===== src/rtl/fpio_fifo_drain_if.sv =====
// Handshake bundle between an fpio_fifo output side, the drain engine and the downstream sink.
// master = drain engine; slave = the FIFO/sink environment around it.
interface fpio_fifo_drain_if #(
    parameter int FIFO_BITS  = 4,
    parameter int DATA_WIDTH = 32
);
    logic [FIFO_BITS:0]    fifo_avail;
    logic [DATA_WIDTH-1:0] fifo_data;
    logic                  fifo_data_en;
    logic                  out_valid;
    logic                  out_ready;
    logic [DATA_WIDTH-1:0] out_data;
    logic                  out_last;

    modport master (
        input  fifo_avail, fifo_data, out_ready,
        output fifo_data_en, out_valid, out_data, out_last
    );

    modport slave (
        output fifo_avail, fifo_data, out_ready,
        input  fifo_data_en, out_valid, out_data, out_last
    );
endinterface


===== src/rtl/fpio_fifo_drain.sv =====
// Pops words from an fpio_fifo (registered-SRAM read timing) into a 2-entry skid
// buffer and presents them as a valid/ready stream with burst framing and a drain count.
module fpio_fifo_drain #(
    parameter int FIFO_BITS  = 4,
    parameter int DATA_WIDTH = 32,
    parameter int BURST_LEN  = 1
) (
    input  logic                clk,
    input  logic                rst,
    input  logic                en,
    fpio_fifo_drain_if.master   bus,
    output logic [31:0]         drained_count
);
    localparam int                BEAT_W    = $clog2(BURST_LEN) + 1;
    localparam logic [BEAT_W-1:0] LAST_BEAT = BEAT_W'(BURST_LEN - 1);
    localparam logic [BEAT_W-1:0] BEAT_ONE  = BEAT_W'(1);

    logic                  pop_q;
    logic [1:0]            occ;
    logic                  wr_ptr;
    logic                  rd_ptr;
    logic [DATA_WIDTH-1:0] buf_q [2];
    logic [BEAT_W-1:0]     beat;
    logic                  push;
    logic                  take;

    // The pop_q gap keeps fifo_data and fifo_avail current whenever a pop is considered.
    assign push              = ~rst & en & (bus.fifo_avail != '0) & ~pop_q & (occ < 2'd2);
    assign bus.fifo_data_en  = push;
    assign bus.out_valid     = (occ != 2'd0);
    assign take              = bus.out_valid & bus.out_ready;
    assign bus.out_data      = buf_q[rd_ptr];
    assign bus.out_last      = bus.out_valid & (beat == LAST_BEAT);

    always_ff @(posedge clk) begin
        if (rst) begin
            pop_q         <= 1'b0;
            occ           <= 2'd0;
            wr_ptr        <= 1'b0;
            rd_ptr        <= 1'b0;
            buf_q[0]      <= '0;
            buf_q[1]      <= '0;
            beat          <= '0;
            drained_count <= 32'd0;
        end else begin
            pop_q <= push;

            if (push) begin
                buf_q[wr_ptr] <= bus.fifo_data;
                wr_ptr        <= ~wr_ptr;
            end

            if (take) begin
                rd_ptr        <= ~rd_ptr;
                drained_count <= drained_count + 32'd1;
                if (beat == LAST_BEAT)
                    beat <= '0;
                else
                    beat <= beat + BEAT_ONE;
            end

            case ({push, take})
                2'b10:   occ <= occ + 2'd1;
                2'b01:   occ <= occ - 2'd1;
                default: occ <= occ;
            endcase
        end
    end
endmodule


===== src/flat_wrapper.sv =====
// flat-port wrapper written by rule: the top's interface ports become plain ports
module fpio_fifo_drain_flat 
#(
    parameter int FIFO_BITS  = 4,
    parameter int DATA_WIDTH = 32,
    parameter int BURST_LEN  = 1
)
  (clk, rst, en, drained_count, bus_fifo_avail, bus_fifo_data, bus_out_ready, bus_fifo_data_en, bus_out_valid, bus_out_data, bus_out_last);
  fpio_fifo_drain_if #(.FIFO_BITS(FIFO_BITS), .DATA_WIDTH(DATA_WIDTH)) bus_i ();
  input  logic clk;
  input  logic rst;
  input  logic en;
  output logic [31:0] drained_count;
  input wire logic [$bits(bus_i.fifo_avail)-1:0] bus_fifo_avail;
  input wire logic [$bits(bus_i.fifo_data)-1:0] bus_fifo_data;
  input wire logic [$bits(bus_i.out_ready)-1:0] bus_out_ready;
  output wire logic [$bits(bus_i.fifo_data_en)-1:0] bus_fifo_data_en;
  output wire logic [$bits(bus_i.out_valid)-1:0] bus_out_valid;
  output wire logic [$bits(bus_i.out_data)-1:0] bus_out_data;
  output wire logic [$bits(bus_i.out_last)-1:0] bus_out_last;
  assign bus_i.fifo_avail = bus_fifo_avail;
  assign bus_i.fifo_data = bus_fifo_data;
  assign bus_i.out_ready = bus_out_ready;
  assign bus_fifo_data_en = bus_i.fifo_data_en;
  assign bus_out_valid = bus_i.out_valid;
  assign bus_out_data = bus_i.out_data;
  assign bus_out_last = bus_i.out_last;
  fpio_fifo_drain #(.FIFO_BITS(FIFO_BITS), .DATA_WIDTH(DATA_WIDTH), .BURST_LEN(BURST_LEN)) u_core (.clk(clk), .rst(rst), .en(en), .bus(bus_i), .drained_count(drained_count));
endmodule

===== config.mk =====
export PLATFORM = sky130hd
export DESIGN_NAME = fpio_fifo_drain_flat
export DESIGN_NICKNAME = d
export VERILOG_FILES = /design/src/rtl/fpio_fifo_drain_if.sv /design/src/rtl/fpio_fifo_drain.sv /design/src/flat_wrapper.sv
export SDC_FILE = /design/constraint.sdc
export NUM_CORES = 1
export LEC_CHECK = 0
export CELL_PAD_IN_SITES_DETAIL_PLACEMENT = 1
export CELL_PAD_IN_SITES_GLOBAL_PLACEMENT = 1
export CORE_MARGIN = 1
export CORE_UTILIZATION = 33
export CTS_CLUSTER_SIZE = 24
export DETAILED_ROUTE_END_ITERATION = 8
export GPL_TIMING_DRIVEN = 0
export PLACE_DENSITY_LB_ADDON = 0.1
export SETUP_SLACK_MARGIN = 0.4
export SYNTH_ARGS = -nofsm -noshare
export SYNTH_HDL_FRONTEND = slang
export SYNTH_SLANG_ARGS = --single-unit

===== constraint.sdc =====
create_clock -name clk -period 3.02 [get_ports clk]
set_clock_uncertainty 0.2 [all_clocks]
set_input_delay 0.755 -clock clk [delete_from_list [all_inputs] [get_ports clk]]
set_output_delay 0.755 -clock clk [all_outputs]
set_load 0.005 [all_outputs]

==> impl_metrics.py, run 1 <==
metrics = {
    "clock_tree": {
        "htreeDepth": 3,
        "numClockSinks": 102,
        "clkTransAtPathRegs_ns": 0.06,
        "cts-root-buf": "clkbuf_16",
        "clock_latency_ns": 0.34,
        "cts_buffers": 9,
        "clock_path_buffers": 2,
        "cts_tree": "yes",
    },
    "routing": {
        "via_count": 3467,
        "wl_met2_um": 5780,
        "topRoutingLayerUsed": "met4",
        "drtIter0Drc": 157,
        "post_drt_wl_per_cell_um": 16.8,
        "drcViolationCount": 0,
        "wl_met3_um": 392,
        "ant_nets": 0,
        "firstDrtPassIters": 4,
        "viasPerCell": 4.95,
        "wl_um": 11700,
        "m1WireLength_um": 5400,
    },
    "layout": {
        "n_antenna_cell": 0,
        "ff_latch_area_um2": 2690,
        "nNetsFinal": 562,
        "final_layout_size_suffix_gt1_frac": 0.198,
        "multiInputGateArea_um2": 1800,
        "syn_to_final_growth_pct": 40.3,
        "nFillCells": 1457,
    },
    "floorplan": {
        "num_io_pins": 108,
        "core_um2": 13300,
        "fp-row-count": 42,
        "die-width_um": 119,
        "start_util": 0.340,
        "dieHeight_um": 119,
        "dieArea_um2": 14200,
    },
    "pwr": {
        "p_per_area_nw_per_um2": 580,
        "leakagePower_nw": 2.45,
        "ir_drop_mv": 0.267,
    },
    "worst_setup_path": {
        "cp-end-kind": "output pin",
        "cpMostUsedCell": "buf_6",
        "critPathLaunchType": "input pin",
        "crit_arrival_ns": 1.96,
        "slowest_stage": "or4_4",
        "cpLargestDelayFamily": "simple AND/OR/NAND/NOR gates",
        "required_ns": 2.06,
        "path_cells": "buf_6 -> or4_4 -> o2111ai_4 -> inv_4 -> buf_8 -> buf_6",
        "cpPeakStageDelay_ns": 0.54,
        "cp.buffers_inverters": 4,
        "path_max_fanout": 2,
        "crit_type": "input pin to output pin",
    },
    "global_routing": {
        "grt_pass1_vias": 3650,
        "grt_pass1_wl_um": 18900,
        "grt_usage": 0.172,
        "gr-total-overflow": 0,
        "antenna_found_initial": 0,
        "grt_max_degree": 33,
    },
    "yosys": {
        "ys.warnings.count": 0,
        "synthArstFlopShare": 0,
        "ys.flop_type": "edfxtp_1",
        "syn_inst": 386,
        "synth_nets": 429,
        "avgSynthCellArea_um2": 11.8,
        "netlist_area_um2": 4540,
        "yosysSeqAreaShare": 0.590,
        "yosysUniqueCellTypes": 35,
        "synth-edff-count": 64,
        "ys_ff_latch": 102,
    },
    "timing": {
        "final.setup.tns_ns": 0,
        "finalCritPeriodShare": 0.964,
        "slew_viol_final": 0,
        "max-slew-margin-rel": 0.621,
        "tightest_slew_ns": 0.568,
        "min_period_ns": 2.91,
        "finalSetupViolations": 0,
        "grt_setup_unrepaired": "yes",
        "fmax_mhz": 344,
        "setup_ws_ns": 0.110,
        "finalHoldViolations": 0,
    },
    "run": {
        "cap_violations": 0,
    },
    "worst_hold_path": {
        "min_path_type": "flip-flop to flip-flop",
    },
    "place": {
        "portBuffers": 107,
        "dpl_worst_slack_ns": -0.715,
        "dp.final_hpwl_um": 7710,
        "place_congestion": 0.735,
    },
    "outcome": {
        "status": "finished clean",
    },
}
-- layout by cell type (no fill, tap or decap), drive strengths merged, types with 2 or more instances in the layout --
master         count
nand2             13
nor3               4
nand3             10
nor2              21
nand4              5
and3              32
dlygate4sd2       23
inv               10
nor2b              4
o31ai             11
xnor2              8
and4               3
edfxtp            64
clkdlybuf4s15      8
ha                 2
a21oi             18
mux2              36
xor2               6
or3                7
and2              32
nor4               8
or4               13
o2111ai            2
clkdlybuf4s50     67
clkbuf            29
o21ai              6
buf               30
or2                3
clkinv             5
dfxtp             38
-- cells in the mapped netlist (11+ instances only) --
cell	instances	area share
nor2_1	21	0.017
dfxtp_1	38	0.17
o31ai_1	11	0.018
and2_1	32	0.044
mux2_2	36	0.089
edfxtp_1	64	0.42
a21oi_1	18	0.020
and3_1	32	0.044
clkbuf_1	18	0.015
or4_1	13	0.021
nand2_1	13	0.011
-- sequential cells by signal, indices dropped and copies added (netlist names), named ones only --
signal                cells
u_core.buf_q             64
u_core.wr_ptr             1
u_core.occ                2
u_core.pop_q              1
u_core.drained_count     32
u_core.rd_ptr             1
-- stage by stage --
| stage | power [mW] | util | instances | area [um2] | hold slack (ns) |
|---|---|---|---|---|---|
| after floorplan | 2.08 | - | 386 | 4580 | 0.272 |
| after global placement | 2.53 | 0.440 | 669 | 5870 | 0.276 |
| after detailed placement | 2.54 | 0.440 | 669 | 5870 | 0.291 |
| after CTS | 3.72 | 0.474 | 696 | 6320 | 0.302 |
| after global routing | 3.87 | 0.478 | 700 | 6370 | 0.342 |
| final | 3.70 | 0.478 | 700 | 6370 | 0.300 |
-- path summary, 6_finish.rpt --
path	end	slack, ns	cells past startpoint	from
setup / recovery	bus_fifo_data_en	0.11	6	bus_fifo_avail[3]
hold / removal	u_core.drained_count[29]	0.30	2	u_core.drained_count[29]
setup reg to reg	u_core.drained_count[20]	0.61	6	u_core.drained_count[0]
hold reg to reg	u_core.drained_count[29]	0.30	2	u_core.drained_count[29]
-- cell type report --
cell class,count,share of cell area
buffer,27,0.0293
sequential,102,0.421
timing repair buffer,121,0.184
tap,176,0.0346
multi-input combinational,248,0.282
clock inverter,6,0.00628
clock buffer,10,0.0359
inverter,10,0.00628
-- cell families (layout without fill, tap and decap cells) --
| group | Yosys count | in the layout | share of synthesized area |
|---|---|---|---|
| compound gates | 40 | 40 | 0.0554 |
| xor+xnor | 14 | 14 | 0.0270 |
| buf+inv | 37 | 174 | 0.0339 |
| fa+ha+maj | 2 | 2 | 0.00551 |
| mux | 37 | 37 | 0.0914 |
| simple gates | 154 | 155 | 0.196 |
| flops | 102 | 102 | 0.590 |
-- where the power goes --
group          switching, mW  internal [mW]  leakage (nW)
sequential            0.0498           1.60         0.976
clock                  0.509          0.558         0.132
combinational          0.399          0.580          1.34
total                  0.957           2.74          2.45
-- per-layer routing --
metal,track usage,vias to the layer above
li1,-,1681
met1,0.220,1702
met2,0.293,72
met3,0.0268,12
met4,0.0633,0
met5,0,-
-- worst reg2reg max path: cells and delay by family, from the launching register on --
family          cells  cell delay (ns)
flops               1             0.45
mux                 1             0.35
simple gates        2             0.66
buf+inv             1             0.24
fa+ha+maj           1             0.24
compound gates      1             0.15
-- what timing repair did --
item | CTS | global route
buffers inserted | 8 | 4
pin swaps | 2 | 2
hold endpoints to repair | 0 | 0
gates cloned | 3 | 0
endpoints found under the setup margin | 167 | 68
hold buffers | 0 | 0
resized for setup | 87 | 26
Note: power is estimated with default switching activity, not from simulation.
==> run 2: changes to the inputs <==
--- a/config.mk
+++ b/config.mk
@@ -9,6 +9,7 @@
 export CELL_PAD_IN_SITES_GLOBAL_PLACEMENT = 1
 export CORE_MARGIN = 1
 export CORE_UTILIZATION = 33
+export CTS_CLUSTER_DIAMETER = 200
 export CTS_CLUSTER_SIZE = 24
 export DETAILED_ROUTE_END_ITERATION = 8
 export GPL_TIMING_DRIVEN = 0
@@ -17,3 +18,4 @@
 export SYNTH_ARGS = -nofsm -noshare
 export SYNTH_HDL_FRONTEND = slang
 export SYNTH_SLANG_ARGS = --single-unit
+export TNS_END_PERCENT = 50
==> constraint.sdc (replaced) <==
create_clock -name clk -period 3.2 [get_ports clk]
set_clock_uncertainty 0.2 [all_clocks]
set_input_delay 0.8 -clock clk [delete_from_list [all_inputs] [get_ports clk]]
set_output_delay 0.8 -clock clk [all_outputs]
set_load 0.005 [all_outputs]
==> impl_metrics.py, run 2 (synthesis gave the netlist of run 1 again) <==
metrics = {
    "outcome": {
        "status": "finished clean",
    },
    "pwr": {
        "leakagePower_nw": 2.50,
        "ir_drop_mv": 0.223,
        "p_per_area_nw_per_um2": 562,
        "p_int_mw": 2.69,
        "swShare": 0.253,
        "p_switching_uw": 909,
        "clkPwrFrac": 0.302,
        "share_comb_of_total_power": 0.265,
        "seqPwrFrac": 0.433,
        "p_total_mw": 3.60,
    },
    "timing": {
        "slew_viol_final": 0,
        "tightest_slew_ns": 0.607,
        "grt_setup_unrepaired": "yes",
        "finalHoldViolations": 0,
        "finalCritPeriodShare": 0.935,
        "finalSetupViolations": 0,
        "min_period_ns": 2.99,
        "final.setup.tns_ns": 0,
        "fmax_mhz": 334,
        "max-slew-margin-rel": 0.596,
    },
    "routing": {
        "via_count": 3521,
        "wl_um": 12100,
        "drtIter0Drc": 122,
        "ant_nets": 0,
        "viasPerCell": 5.07,
        "firstDrtPassIters": 4,
        "drcViolationCount": 0,
        "post_drt_wl_per_cell_um": 17.5,
    },
    "floorplan": {
        "num_io_pins": 108,
        "core_um2": 13300,
        "dieHeight_um": 119,
        "die-width_um": 119,
        "fp-row-count": 42,
        "dieArea_um2": 14200,
        "start_util": 0.340,
    },
    "layout": {
        "n_antenna_cell": 0,
        "regMostFlops": "u_core.buf_q",
        "mostFrequentLayoutCells": "clkdlybuf4s50_1 (82), edfxtp_1 (64), dfxtp_1 (37)",
        "final_layout_size_suffix_gt1_frac": 0.181,
        "syn_to_final_growth_pct": 41.0,
        "top_regs": "u_core.buf_q (64), u_core.drained_count (32), u_core.occ (2)",
        "final_cells": 695,
        "largest_reg_flops": 64,
        "final_common_cell": "clkdlybuf4s50_1",
        "nFillCells": 1442,
        "nNetsFinal": 557,
    },
    "worst_setup_path": {
        "path_max_fanout": 2,
        "reg2reg_slack_ns": 0.65,
        "crit_type": "input pin to output pin",
        "slowest_stage": "or4_4",
        "critical_path.startpoint": "bus_fifo_avail[1]",
        "cpPeakStageDelay_ns": 0.54,
        "required_ns": 2.20,
        "cp-end-kind": "output pin",
        "critPathLaunchType": "input pin",
        "path_cells": "clkbuf_2 -> or4_4 -> o2111ai_4 -> inv_4 -> buf_8 -> buf_6",
        "cp.buffers_inverters": 4,
        "r2r_start": "u_core.drained_count[0]",
        "crit_arrival_ns": 1.99,
        "cpLargestDelayFamily": "simple AND/OR/NAND/NOR gates",
    },
    "run": {
        "cap_violations": 0,
    },
    "worst_hold_path": {
        "min_from": "u_core.drained_count[25]",
        "min_path_type": "flip-flop to flip-flop",
    },
    "global_routing": {
        "grt_max_degree": 33,
        "grt_pass1_vias": 3630,
        "grt_pass1_wl_um": 19000,
        "antenna_found_initial": 0,
        "grt_usage": 0.176,
        "gr-total-overflow": 0,
    },
    "place": {
        "dp.final_hpwl_um": 7950,
        "place_congestion": 0.730,
        "portBuffers": 107,
        "dp_cells": 669,
    },
    "clock_tree": {
        "cts_tree": "yes",
        "clock_latency_ns": 0.35,
        "clkTransAtPathRegs_ns": 0.07,
        "cts-root-buf": "clkbuf_16",
        "htreeDepth": 3,
        "numClockSinks": 102,
        "clock_path_buffers": 2,
        "cts_buffers": 9,
    },
}
==> run 2: changes by cell type in the layout (fill, tap and decap cells not counted), sizes merged <==
cell / delta
dlymetal6s2s: +7
clkdlybuf4s50: +15
buf: -8
clkbuf: -1
dlygate4sd2: -12
bufbuf: +2
clkdlybuf4s15: -7
clkinv: -1
==> run 2: worst paths after layout <==
| path | to | cells after the start |
|---|---|---|
| min reg2reg | u_core.drained_count[25] | 2 |
| max | bus_fifo_data_en | 6 |
| min | u_core.drained_count[25] | 2 |
| max reg2reg | u_core.drained_count[30] | 6 |
==> run 2: routing by layer <==
metal / vias up / part of all wire / global-route usage / routed length (um)
met1: 1761 / 0.46 / 0.224 / 5540
met2: 80 / 0.49 / 0.294 / 5990
met3: 12 / 0.035 / 0.0307 / 430
met4: 0 / 0.015 / 0.0711 / 176
met5: - / 0 / 0 / 0
li1: 1668 / - / - / -
==> run 2: stage by stage <==
stage           util  setup WS [ns]  hold WS, ns  instance area, um2
6_report       0.480          0.209        0.301                6400
4_1_cts        0.475          0.200        0.303                6340
2_1_floorplan      -          0.378        0.272                4580
3_5_place_dp   0.440         -0.601        0.293                5870
5_1_grt        0.480          0.162        0.332                6400
3_3_place_gp   0.440         -0.609        0.280                5870
==> run 2: final cells by class <==
class / instances / area [um2] / share of cell area
buffer: 27 / 185 / 0.0289
clock buffer: 11 / 264 / 0.0412
clock inverter: 5 / 31.3 / 0.00488
inverter: 10 / 40.0 / 0.00625
multi-input combinational: 248 / 1780 / 0.277
sequential: 102 / 2680 / 0.419
tap: 176 / 220 / 0.0344
timing repair buffer: 116 / 1200 / 0.188
==> run 2: worst reg2reg max path: stages (launching register included) <==
cell and delay [ns]:
dfxtp_1 0.46, ha_1 0.20, o211ai_2 0.22, or3_4 0.48, clkbuf_1 0.26, or4_1 0.48
a21oi_1 0.17
==> run 2: power groups by stage <==
stage | Sequential [mW] | Combinational [mW] | Clock [mW]
finish | 1.56 | 0.953 | 1.09
floorplan | 1.57 | 0.399 | 0
global placement | 1.57 | 0.815 | 0
CTS | 1.55 | 0.959 | 1.11
global route | 1.57 | 1.03 | 1.15
detailed placement | 1.58 | 0.821 | 0
==> run 2: what timing repair did <==
action,CTS,global route
pin swaps,2,2
hold buffers,0,0
hold endpoints to repair,0,0
buffers inserted,5,2
cloned,3,0
endpoints found under the setup margin,108,101
gates resized for setup,53,23
